**src/rtl/fifo_pkg.sv**
```systemverilog
// Shared constants and pointer comparison helper for the fifo_sync family.
package fifo_pkg;

    localparam int FIFO_STD  = 32'sd0;
    localparam int FIFO_FWFT = 32'sd1;

    typedef struct packed {
        logic full;
        logic empty;
    } ptr_flags_t;

    // Pointers carry one wrap bit above the aw address bits.
    function automatic ptr_flags_t ptr_cmp(input logic [31:0] wr_ptr,
                                           input logic [31:0] rd_ptr,
                                           input int          aw);
        logic [31:0] mask_s;
        logic [31:0] diff_s;
        ptr_flags_t  res_s;
        mask_s       = (32'd1 << (aw + 32'sd1)) - 32'd1;
        diff_s       = (wr_ptr ^ rd_ptr) & mask_s;
        res_s.full   = (diff_s == (32'd1 << aw));
        res_s.empty  = (diff_s == 32'd0);
        return res_s;
    endfunction

endpackage

```
**src/rtl/fifo_sync_mem.sv**
```systemverilog
// Simple dual-port RAM for fifo_sync: synchronous write, registered read.
module fifo_sync_mem
    import fifo_pkg::*;
#(
    parameter int DATA_W = 32'sd8,
    parameter int ADDR_W = 32'sd4
) (
    input  logic              clk,
    input  logic              rst,
    input  logic              w_en,
    input  logic [ADDR_W-1:0] w_addr,
    input  logic [DATA_W-1:0] w_data,
    input  logic              r_en,
    input  logic [ADDR_W-1:0] r_addr,
    output logic [DATA_W-1:0] r_data
);

    localparam int DEPTH = 32'sd1 << ADDR_W;

    logic [DATA_W-1:0] mem_r [DEPTH];
    logic [DATA_W-1:0] r_data_r;

    // Storage array; contents are deliberately left unreset.
    always_ff @(posedge clk) begin
        if (w_en) begin
            mem_r[w_addr] <= w_data;
        end
    end

    // Read output register, cleared so r_data is defined after reset.
    always_ff @(posedge clk or posedge rst) begin
        if (rst) begin
            r_data_r <= {DATA_W{1'b0}};
        end else if (r_en) begin
            r_data_r <= mem_r[r_addr];
        end
    end

    assign r_data = r_data_r;

endmodule

```
**src/rtl/fifo_sync.sv**
```systemverilog
// Single-clock FIFO: pointers, count, flags and error pulses around fifo_sync_mem,
// with an optional first-word-fall-through prefetch stage.
module fifo_sync
    import fifo_pkg::*;
#(
    parameter int DATA_W    = 32'sd8,
    parameter int ADDR_W    = 32'sd4,
    parameter int AFULL_TH  = 32'sd12,
    parameter int AEMPTY_TH = 32'sd4,
    parameter int FWFT      = 32'sd0
) (
    input  logic              clk,
    input  logic              rst,
    input  logic              w_en,
    input  logic [DATA_W-1:0] w_data,
    input  logic              r_en,
    output logic [DATA_W-1:0] r_data,
    output logic              w_full,
    output logic              r_empty,
    output logic              almost_full,
    output logic              almost_empty,
    output logic [ADDR_W:0]   count,
    output logic              overflow,
    output logic              underflow
);

    localparam int              DEPTH    = 32'sd1 << ADDR_W;
    localparam logic [ADDR_W:0] DEPTH_C  = DEPTH[ADDR_W:0];
    localparam logic [ADDR_W:0] AFULL_C  = AFULL_TH[ADDR_W:0];
    localparam logic [ADDR_W:0] AEMPTY_C = AEMPTY_TH[ADDR_W:0];
    localparam logic [ADDR_W:0] PTR_ONE  = {{ADDR_W{1'b0}}, 1'b1};

    generate
        if (AFULL_TH < 32'sd1 || AFULL_TH > DEPTH) begin : g_bad_afull
            $error("fifo_sync: AFULL_TH must lie in 1..DEPTH");
        end
        if (AEMPTY_TH < 32'sd0 || AEMPTY_TH >= DEPTH) begin : g_bad_aempty
            $error("fifo_sync: AEMPTY_TH must lie in 0..DEPTH-1");
        end
    endgenerate

    logic [ADDR_W:0] wr_ptr_r, rd_ptr_r, count_r;
    logic            valid_r, mem_empty_r;
    logic            w_full_r, r_empty_r, afull_r, aempty_r, ovf_r, unf_r;

    logic            wr_acc_s, rd_acc_s, mem_rd_s, valid_nxt_s;
    logic            full_nxt_s, empty_nxt_s;
    logic [ADDR_W:0] wr_ptr_nxt_s, rd_ptr_nxt_s, count_nxt_s;
    ptr_flags_t      flags_nxt_s;

    // Request qualification, prefetch decision and post-edge count/flags.
    always_comb begin
        wr_acc_s     = w_en && !w_full_r;
        rd_acc_s     = r_en && !r_empty_r;
        mem_rd_s     = 1'b0;
        valid_nxt_s  = 1'b0;
        if (FWFT == FIFO_FWFT) begin
            // The RAM output register is the prefetch stage; refill it when it empties or is consumed.
            mem_rd_s = !mem_empty_r && (!valid_r || rd_acc_s);
            if (mem_rd_s) begin
                valid_nxt_s = 1'b1;
            end else if (rd_acc_s) begin
                valid_nxt_s = 1'b0;
            end else begin
                valid_nxt_s = valid_r;
            end
        end else begin
            mem_rd_s    = rd_acc_s;
            valid_nxt_s = 1'b0;
        end
        wr_ptr_nxt_s = wr_acc_s ? (wr_ptr_r + PTR_ONE) : wr_ptr_r;
        rd_ptr_nxt_s = mem_rd_s ? (rd_ptr_r + PTR_ONE) : rd_ptr_r;
        count_nxt_s  = (wr_ptr_nxt_s - rd_ptr_nxt_s) + {{ADDR_W{1'b0}}, valid_nxt_s};
        flags_nxt_s  = ptr_cmp(32'(wr_ptr_nxt_s), 32'(rd_ptr_nxt_s), ADDR_W);
        if (FWFT == FIFO_FWFT) begin
            full_nxt_s  = (count_nxt_s == DEPTH_C);
            empty_nxt_s = !valid_nxt_s;
        end else begin
            full_nxt_s  = flags_nxt_s.full;
            empty_nxt_s = flags_nxt_s.empty;
        end
    end

    // Pointer, count, flag and error-pulse registers.
    always_ff @(posedge clk or posedge rst) begin
        if (rst) begin
            wr_ptr_r    <= {(ADDR_W+1){1'b0}};
            rd_ptr_r    <= {(ADDR_W+1){1'b0}};
            count_r     <= {(ADDR_W+1){1'b0}};
            valid_r     <= 1'b0;
            mem_empty_r <= 1'b1;
            w_full_r    <= 1'b0;
            r_empty_r   <= 1'b1;
            afull_r     <= 1'b0;
            aempty_r    <= 1'b1;
            ovf_r       <= 1'b0;
            unf_r       <= 1'b0;
        end else begin
            wr_ptr_r    <= wr_ptr_nxt_s;
            rd_ptr_r    <= rd_ptr_nxt_s;
            count_r     <= count_nxt_s;
            valid_r     <= valid_nxt_s;
            mem_empty_r <= flags_nxt_s.empty;
            w_full_r    <= full_nxt_s;
            r_empty_r   <= empty_nxt_s;
            afull_r     <= (count_nxt_s >= AFULL_C);
            aempty_r    <= (count_nxt_s <= AEMPTY_C);
            ovf_r       <= w_en && w_full_r;
            unf_r       <= r_en && r_empty_r;
        end
    end

    fifo_sync_mem #(
        .DATA_W (DATA_W),
        .ADDR_W (ADDR_W)
    ) u_mem (
        .clk    (clk),
        .rst    (rst),
        .w_en   (wr_acc_s),
        .w_addr (wr_ptr_r[ADDR_W-1:0]),
        .w_data (w_data),
        .r_en   (mem_rd_s),
        .r_addr (rd_ptr_r[ADDR_W-1:0]),
        .r_data (r_data)
    );

    assign w_full       = w_full_r;
    assign r_empty      = r_empty_r;
    assign almost_full  = afull_r;
    assign almost_empty = aempty_r;
    assign count        = count_r;
    assign overflow     = ovf_r;
    assign underflow    = unf_r;

endmodule

```
**config.mk**
```make
export PLATFORM = sky130hd
export DESIGN_NAME = fifo_sync
export DESIGN_NICKNAME = d
export VERILOG_FILES = /design/src/rtl/fifo_pkg.sv /design/src/rtl/fifo_sync_mem.sv /design/src/rtl/fifo_sync.sv
export SDC_FILE = /design/constraint.sdc
export NUM_CORES = 1
export LEC_CHECK = 0
export BUFFER_PORTS_ARGS = -buffer_cell sky130_fd_sc_hd__buf_2
export CAP_MARGIN = 40
export CORE_UTILIZATION = 50
export CTS_CLUSTER_DIAMETER = 100
export CTS_CLUSTER_SIZE = 28
export DETAILED_ROUTE_END_ITERATION = 8
export GPL_ROUTABILITY_DRIVEN = 0
export GPL_TIMING_DRIVEN = 0
export PLACE_DENSITY = 0.7
export SLEW_MARGIN = 20
export SYNTH_ARGS = -nofsm -noshare
export SYNTH_HDL_FRONTEND = slang
export SYNTH_SLANG_ARGS = --single-unit
export TNS_END_PERCENT = 10
```
**constraint.sdc**
```tcl
create_clock -name clk -period 2.7 [get_ports clk]
set_clock_uncertainty 0.1 [all_clocks]
set_input_delay 0 -clock clk [delete_from_list [all_inputs] [get_ports clk]]
set_output_delay 0 -clock clk [all_outputs]
set_load 0.03 [all_outputs]
```
**Word-level counts from Yosys, hierarchy flattened**

Memory sizes are Yosys's and may differ from the RTL's. A register that Yosys moved wholly into a read port is not among the register bits.
Index checks and enable logic that the tools add are counted.

- Memories kept: 1
- Bits of input ports: 12
- RAM bits: 128
- Word-level logic and storage cells: 28
- Bits in registers: 21
- Output and inout port bits: 19

Memories:

| memory | words | bits a word | rd ports | clocked after memory_dff | write ports | line | RTL |
|---|---|---|---|---|---|---|---|
| u_mem.mem_r | 16 | 8 | 1 | 1 | 1 | fifo_sync_mem.sv:20 | `logic [DATA_W-1:0] mem_r [DEPTH];` |

- Bitwise operators: 1
- $lt $le $gt $ge: 2
- Reductions and logical operators: 7
- Mux-type cells: 4
- Eq/ne operators: 1
- Add/subtract/negate cells: 3

Operators by type and width:

| kind | number |
|---|---|
| 32-bit zero test | 1 |
| 5-bit by 1-bit adder with 5-bit output, second input constant | 2 |
| 5-bit 2-to-1 mux | 2 |
| 5-bit equality test, second input constant | 1 |
| 5-bit by 4-bit greater-or-equal comparator with 1-bit output, second input constant | 1 |
| 5-bit by 3-bit less-or-equal comparator with 1-bit output, second input constant | 1 |
| 5-bit subtractor | 1 |
| 5-bit XOR | 1 |
| 1-bit logical AND | 4 |
| 1-bit zero test | 2 |
| 1-bit 2-to-1 mux | 2 |

**Depth between registers and ports, before layout**

Gate-level depths: netlist of run 1.

- Word-level depth: 5
- Depth in mapped cells: 10
- Mapped depth without buffers: 9

**By module**

A second synthesis of run 1 with hierarchy kept.

- Cells, all modules: 323
- Area, all modules: 6,373.6 µm²

By module, submodules not included:

| module | times used | cells an instance | sequential area each (µm²) | area an instance (µm²) |
|---|---|---|---|---|
| fifo_sync_mem | 1 | 241 | 4,043.9 | 5,335.1 |
| fifo_sync | 1 | 82 | 528.0 | 1,038.5 |

**Least setup slack after synthesis of run 1**

OpenSTA, ideal clock, no wires.

- Path type: flip-flop to flip-flop
- From: register r_empty_r, in the netlist r_empty
- To: register afull_r, in the netlist almost_full
- Setup time: 0.118 ns
- Arrival time: 2.850 ns
- Setup slack: -0.368 ns
- Stages on the path, launching flop included: 11
- Buffers on the path: 1
- Data required time: 2.482 ns
- Clock period less this slack: 3.068 ns
- Cells stage by stage: dfstp_2 nor2b_1 buf_1 xor2_1 ha_1 inv_1 fa_1 maj3_1 maj3_2 xor2_1 a21o_1

- Cells in the longest elaborated chain, start to end: 5

RTL lines:

| what | line | RTL |
|---|---|---|
| start, declared | fifo_sync.sv:44 | `logic w_full_r, r_empty_r, afull_r, aempty_r, ovf_r, unf_r;` |
| start signal, assigned | fifo_sync.sv:105 | `r_empty_r <= empty_nxt_s;` |
| 1-bit zero test | fifo_sync.sv:54 | `rd_acc_s = r_en && !r_empty_r;` |
| 1-bit logical AND | fifo_sync.sv:54 |  |
| 5-bit 2-to-1 mux | fifo_sync.sv:72 | `rd_ptr_nxt_s = mem_rd_s ? (rd_ptr_r + PTR_ONE) : rd_ptr_r;` |
| net rd_ptr_nxt_s[0] | fifo_sync.sv:48 | `logic [ADDR_W:0] wr_ptr_nxt_s, rd_ptr_nxt_s, count_nxt_s;` |
| 5-bit subtractor | fifo_sync.sv:73 | `count_nxt_s = (wr_ptr_nxt_s - rd_ptr_nxt_s) + {{ADDR_W{1'b0}}, valid_nxt_s};` |
| net count_nxt_s[4] | fifo_sync.sv:48 |  |
| 5-bit by 4-bit greater-or-equal comparator with 1-bit output | fifo_sync.sv:106 | `afull_r <= (count_nxt_s >= AFULL_C);` |
| end signal, assigned | fifo_sync.sv:106 |  |
| end, declared | fifo_sync.sv:44 |  |

The timed path passes the listed nets, and every way through them passes these cells.

**Final worst setup path of run 1**

- From: register w_full_r, in the netlist w_full
- To: register afull_r, in the netlist almost_full

- Cells in the longest elaborated chain, start to end: 5

RTL lines:

| what | line | RTL |
|---|---|---|
| start, declared | fifo_sync.sv:44 |  |
| start signal, assigned | fifo_sync.sv:104 | `w_full_r <= full_nxt_s;` |
| 1-bit zero test | fifo_sync.sv:53 | `wr_acc_s = w_en && !w_full_r;` |
| 1-bit logical AND | fifo_sync.sv:53 |  |
| 5-bit 2-to-1 mux | fifo_sync.sv:71 | `wr_ptr_nxt_s = wr_acc_s ? (wr_ptr_r + PTR_ONE) : wr_ptr_r;` |
| 5-bit subtractor | fifo_sync.sv:73 |  |
| net count_nxt_s[4] | fifo_sync.sv:48 |  |
| 5-bit by 4-bit greater-or-equal comparator with 1-bit output | fifo_sync.sv:106 |  |

The timed path passes the listed nets, and every way through them passes these cells.

==> results_dict.tcl, run 1 <==
set metrics [dict create \
    outcome "finished clean" \
    path_cells "and2b_2 -> xnor2_2 -> ha_2 -> inv_1 -> fa_2 -> maj3_2 -> maj3_2 -> xor2_2 -> a21o_1" \
    cp-start-kind "register" \
    cp.required_ns 2.91 \
    post-route-util_pct 62.43 \
    syn_to_final_growth_pct 20.68 \
    post-route-min-period_ns 2.644 \
    worst_hold_path_type "in2async" \
    worst_slew_pin_slew_ns 0.7568 \
    totalWireLength_um 11840 \
    crit_type "reg2reg" \
    grt_pass1_vias 3103 \
    drt_first_pass_iters 4 \
    synth-edff-count 128 \
    num_antenna_cells 0 \
    slew_viol_final 0 \
    cap_violations 0 \
    finalHoldViolCount 0 \
    syn_area_um2 6291 \
    grt_usage_pct 20.37 \
    worst_path_largest_cell_delay_ns 0.36 \
    finalSetupTns_ns 0 \
    start_util_pct 51.73 \
    layout-drive-gt1-share_pct 34.31 \
    placed_cell_area_um2 6700 \
    vias 2939 \
    wire_per_inst_um 21.77 \
    port_buffers 30 \
    crit_path_end_kind "register" \
    drc 0 \
    pin_count 31 \
    peakVddDrop_uv 614.3 \
    ant_nets 0 \
    grt_start_max_net_pins 17 \
    crit_arrival_ns 2.85 \
    synth_flop_cell "edfxtp_1" \
    rsz0062_at_grt "true" \
    critPathSlowestCell "dfrtp_1" \
    die_x_um 114.2 \
    ys_ff_latch 157 \
    via_per_inst 5.403 \
    cp_common_cell "maj3_2" \
    synthAdderAreaFrac_pct 2.208 \
    drtIter0Drc 201 \
    fp.coreArea_um2 12160 \
    synthTopCellsByArea "edfxtp_1 61%, dfrtp_1 11%, mux4_2 9.7%, mux4_1 5.4%, and2_1 1.7%" \
    grt_first_pass_wirelength_um 18060 \
    p_leak_nw 2.776 \
    syn_nets 313 \
    place_inst 492 \
    synth_top_family_by_area "multiplexers" \
    rows 40 \
    synthMuxAreaShare_pct 17.12 \
    clkLatencyLatePin_ns 0.42 \
    yosysSeqAreaShare_pct 72.67 \
    period_share_pct 97.94 \
    setup_viol_count_final 0 \
    clkTransAtPathRegs_ns 0.06 \
    total_power_mw 9.275 \
    synth-xor-area-share_pct 2.068 \
    finalWorstSetupSlack_ns 0.05558 \
    max-slew-margin-rel_pct 49.55 \
    max_freq_mhz 378.2 \
    fin_cells 544 \
    clk_path_buf_depth 2 \
    post-place-ws_ns -0.5506 \
    die_area_um2 13030 \
    synth_compound_area_share_pct 0.3978 \
    yosysTopAreaCell "edfxtp_1" \
    die_h_um 114.2 \
    cts_made_buffers 17 \
    p_per_area_nw_per_um2 1222 \
    antenna_found_initial 0 \
    cts_tree "yes" \
    yosys_warnings 0 \
    crit_fanout 4 \
    hpwl_um 7569 \
    final_cell_area_um2 7592 \
    n_fill_cell 858 \
    clock-sinks 157 \
    final_common_cell "edfxtp_1" \
    synthArstFlopShare_pct 18.47 \
    synth.distinct_cells 34 \
    synthSimpleGateAreaFrac_pct 3.560 \
    clockRootBuffer "clkbuf_16" \
    synth.top_cell.area_share_pct 61.10 \
    nNetsFinal 384 \
    grt_overflow 0 \
    syn_inst 293 \
    htree_levels 4 \
    mostFrequentLayoutCells "128 x edfxtp_1, 32 x buf_2, 27 x mux4_2, 26 x dfrtp_1" \
    avgSynthCellArea_um2 21.47 \
    hold_ws_ns 0.1014 \
]
-- cell usage after synthesis (2+ instances only) --
| master | number |
|---|---|
| xnor2_1 | 7 |
| o21ai_0 | 2 |
| buf_2 | 2 |
| edfxtp_1 | 128 |
| nand4_1 | 3 |
| mux4_2 | 27 |
| clkbuf_1 | 4 |
| mux4_1 | 13 |
| nor2_1 | 3 |
| and2_1 | 17 |
| xor2_1 | 6 |
| mux2_4 | 7 |
| maj3_1 | 2 |
| nand3b_1 | 2 |
| buf_6 | 2 |
| a21o_1 | 2 |
| mux2_2 | 2 |
| dfrtp_1 | 27 |
| inv_1 | 10 |
| nand2_1 | 5 |
| nor3b_1 | 2 |
| dfstp_2 | 2 |
| ha_1 | 7 |
-- where the power goes --
group          switching, mW  internal (mW)
clock network          0.892           1.72
logic                   1.79           1.62
registers              0.167           3.08
total                   2.85           6.42
-- worst max-delay path, delay by kind of cell (launching register included) --
| family | cells | cell delay [ns] |
|---|---|---|
| fa+ha+maj | 4 | 1.21 |
| flops | 1 | 0.36 |
| xor+xnor | 2 | 0.36 |
| simple gates | 1 | 0.26 |
| compound gates | 1 | 0.17 |
| buf+inv | 1 | 0.06 |
-- layout make-up --
type | instances | area (µm²) | area share (%)
multi-input cells | 115 | 1649 | 21.72
repair buffers | 54 | 377.9 | 4.977
well taps | 168 | 210.2 | 2.769
plain buffers | 9 | 93.84 | 1.236
flip-flops and latches | 157 | 4573 | 60.23
clock inverters | 13 | 221.5 | 2.917
clock buffers | 18 | 429.2 | 5.653
inverters | 10 | 37.54 | 0.4944
-- path summary, 6_finish.rpt --
kind | slack, ns | start | cells past startpoint | end
max | 0.06 | w_full | 9 | almost_full
min | 0.10 | rst | 3 | rd_ptr_r[0]
max reg2reg | 0.06 | w_full | 9 | almost_full
min reg2reg | 0.40 | wr_ptr_r[4] | 1 | wr_ptr_r[4]
max in group asynchronous | 1.83 | rst | 4 | r_empty
min in group clk | 0.30 | w_en | 3 | overflow
-- registers in the layout, summed over array words and instances, names as in the netlist --
name,cells
wr_ptr_r,5
r_empty,1
overflow,1
almost_full,1
u_mem.r_data,8
u_mem.mem_r,128
almost_empty,1
underflow,1
w_full,1
count,5
rd_ptr_r,5
-- per-layer routing --
layer  up-vias  global-route usage (%)  share of wire (%)
met4         0                   7.273               0.84
met2        62                   30.91                 49
li1       1316                       -                  -
met3        11                   5.770                3.5
met5         -                       0                  0
met1      1550                   28.56                 47
-- repair_timing --
action                                  4_1_cts  5_1_grt
gates cloned                                  0        0
hold buffers                                 11        0
resized for setup                            12        5
hold endpoints to repair                    160        0
buffers inserted                              6        6
pin swaps                                     4        1
endpoints found under the setup margin       11        5
-- cell families after synthesis --
family                   after synthesis
flip-flops                           157
multiplexers                          49
AND/OR/NAND/NOR                       37
buffers and inverters                 21
XOR/XNOR                              14
adder cells (fa/ha/maj)               11
AO/OA/AOI/OAI                          4
(Power assumes the default switching activity.)
==> inputs of run 2 (changes only) <==
--- a/config.mk
+++ b/config.mk
@@ -7,13 +7,13 @@
 export LEC_CHECK = 0
 export BUFFER_PORTS_ARGS = -buffer_cell sky130_fd_sc_hd__buf_2
 export CAP_MARGIN = 40
-export CORE_UTILIZATION = 50
+export CORE_UTILIZATION = 55
 export CTS_CLUSTER_DIAMETER = 100
 export CTS_CLUSTER_SIZE = 28
 export DETAILED_ROUTE_END_ITERATION = 8
 export GPL_ROUTABILITY_DRIVEN = 0
 export GPL_TIMING_DRIVEN = 0
-export PLACE_DENSITY = 0.7
+export PLACE_DENSITY = 0.76
 export SLEW_MARGIN = 20
 export SYNTH_ARGS = -nofsm -noshare
 export SYNTH_HDL_FRONTEND = slang
==> run 2 against run 1 <==
- die area shrank 8.9%
- global-route usage up 0.82 points
- first-iteration DRC count is 17% lower
- largest cell class unchanged
==> results_dict.tcl, run 2 (same netlist as run 1, synthesis figures left out) <==
set metrics [dict create \
    clk_path_buf_depth 2 \
    clkLatencyLatePin_ns 0.41 \
    worst_hold_path_type "in2async" \
    die_x_um 109.0 \
    setup_viol_count_final 0 \
    grt_overflow 0 \
    syn_to_final_growth_pct 17.46 \
    seq_area_um2 4573 \
    cts_tree "yes" \
    hpwl_um 7235 \
    vias 2914 \
    grt_use_met1_pct 29.97 \
    top_register "u_mem.mem_r" \
    reg2reg_from "w_full" \
    start_util_pct 57.28 \
    die_area_um2 11870 \
    largest_reg_flops 128 \
    clkTransAtPathRegs_ns 0.06 \
    htree_levels 4 \
    grtUsageMet2_pct 32.57 \
    crit_type "reg2reg" \
    final_common_cell "edfxtp_1" \
    slew_viol_final 0 \
    critPathSlowestCell "dfrtp_1" \
    rows 38 \
    crit_path_end_kind "register" \
    cap_violations 0 \
    n_fill_cell 676 \
    p_leak_nw 2.698 \
    mostFrequentLayoutCells "128 x edfxtp_1, 32 x buf_2, 27 x mux4_2, 26 x dfrtp_1" \
    grt_first_pass_wirelength_um 16860 \
    crit_fanout 5 \
    cts_made_buffers 17 \
    cp_common_cell "maj3_2" \
    finalSetupTns_ns 0 \
    outcome "finished clean" \
    drtIter0Drc 166 \
    fp.coreArea_um2 10980 \
    antenna_found_initial 0 \
    grt_start_max_net_pins 21 \
    path_cells "and2b_4 -> xnor2_2 -> ha_2 -> inv_1 -> fa_2 -> maj3_2 -> maj3_2 -> xor2_2 -> a21o_1" \
    crit_arrival_ns 2.84 \
    cp_top_family "adder cells" \
    grt_usage_pct 21.20 \
    post-route-min-period_ns 2.634 \
    nNetsFinal 377 \
    die_h_um 109.0 \
    grt_pass1_vias 2943 \
    cp.required_ns 2.90 \
    max_freq_mhz 379.7 \
    multi_input_area_um2 1642 \
    ff2ff_path_depth 9 \
    max-slew-margin-rel_pct 51.89 \
    met3_usage_pct 5.021 \
    port_buffers 30 \
    layout-drive-gt1-share_pct 31.89 \
    wire_per_inst_um 22.19 \
    period_share_pct 97.55 \
    drc 0 \
    cp-start-kind "register" \
    worst_slew_pin_slew_ns 0.7216 \
    r2r_end "almost_full" \
    num_antenna_cells 0 \
    worst_path_largest_cell_delay_ns 0.40 \
    reg2reg_slack_ns 0.07 \
    hold_ws_ns 0.01281 \
    via_per_inst 5.714 \
    totalWireLength_um 11320 \
    crit_buf_inv 1 \
    busiest_layer "met2" \
    clock-sinks 157 \
    peakVddDrop_uv 745.5 \
    clockRootBuffer "clkbuf_16" \
    pin_count 31 \
    p_per_area_nw_per_um2 1194 \
    finalHoldViolCount 0 \
    drt_first_pass_iters 4 \
    ant_nets 0 \
]
[run 2: timing repair]
action | in CTS | in global routing
buffers inserted | 3 | 2
pin swaps | 2 | 2
endpoints found under the setup margin | 5 | 3
hold buffers | 11 | 0
cloned | 0 | 0
hold endpoints to repair | 161 | 0
gates resized for setup | 8 | 8
[run 2: layout make-up]
type,instances,share of cell area [%]
clock inverters,10,1.642
plain buffers,9,1.134
well taps,140,2.370
clock buffers,22,6.011
multi-input cells,115,22.21
flip-flops and latches,157,61.89
inverters,10,0.5080
repair buffers,47,4.233
[run 2: worst min-delay path, stage by stage]
cell and delay, ns:
dlygate4sd3_1 0.53, buf_2 0.12, inv_1 0.30
[run 2: per-layer routing]
layer / part of all wire (%) / routed length (µm)
met1: 44 / 5028
met2: 48 / 5469
met3: 6.1 / 685
met4: 1.2 / 132
met5: 0 / 0
[run 2: worst max-delay path by stage]
| stage | start | end | slack [ns] | depth (start not counted) |
|---|---|---|---|---|
| floorplan | r_empty | almost_full | -0.05 | 10 |
| global placement | rd_ptr_r[1] | almost_full | -0.45 | 9 |
| detailed placement | rd_ptr_r[1] | almost_full | -0.48 | 9 |
| CTS | w_full | almost_full | 0.02 | 9 |
| global route | w_full | almost_empty | -0.01 | 9 |
| finish | w_full | almost_full | 0.07 | 9 |
[run 2: per-stage QoR]
stage | setup slack, ns | power, mW | instances | cell area, µm² | util (%)
after global routing | -0.01417 | 9.230 | 510 | 7390 | 67.28
final | 0.06609 | 8.827 | 510 | 7390 | 67.28
after global placement | -0.4459 | 6.357 | 463 | 6638 | 60.44
after CTS | 0.02198 | 8.792 | 508 | 7351 | 66.93
after detailed placement | -0.4817 | 6.440 | 464 | 6653 | 60.57
after floorplan | -0.05098 | 5.635 | 293 | 6312 | -
[run 2: report_power, final]
part	switching [mW]	internal, mW	total (mW)
registers	0.163	3.08	3.25
clock network	0.860	1.44	2.30
logic	1.75	1.54	3.28
total	2.77	6.06	8.83
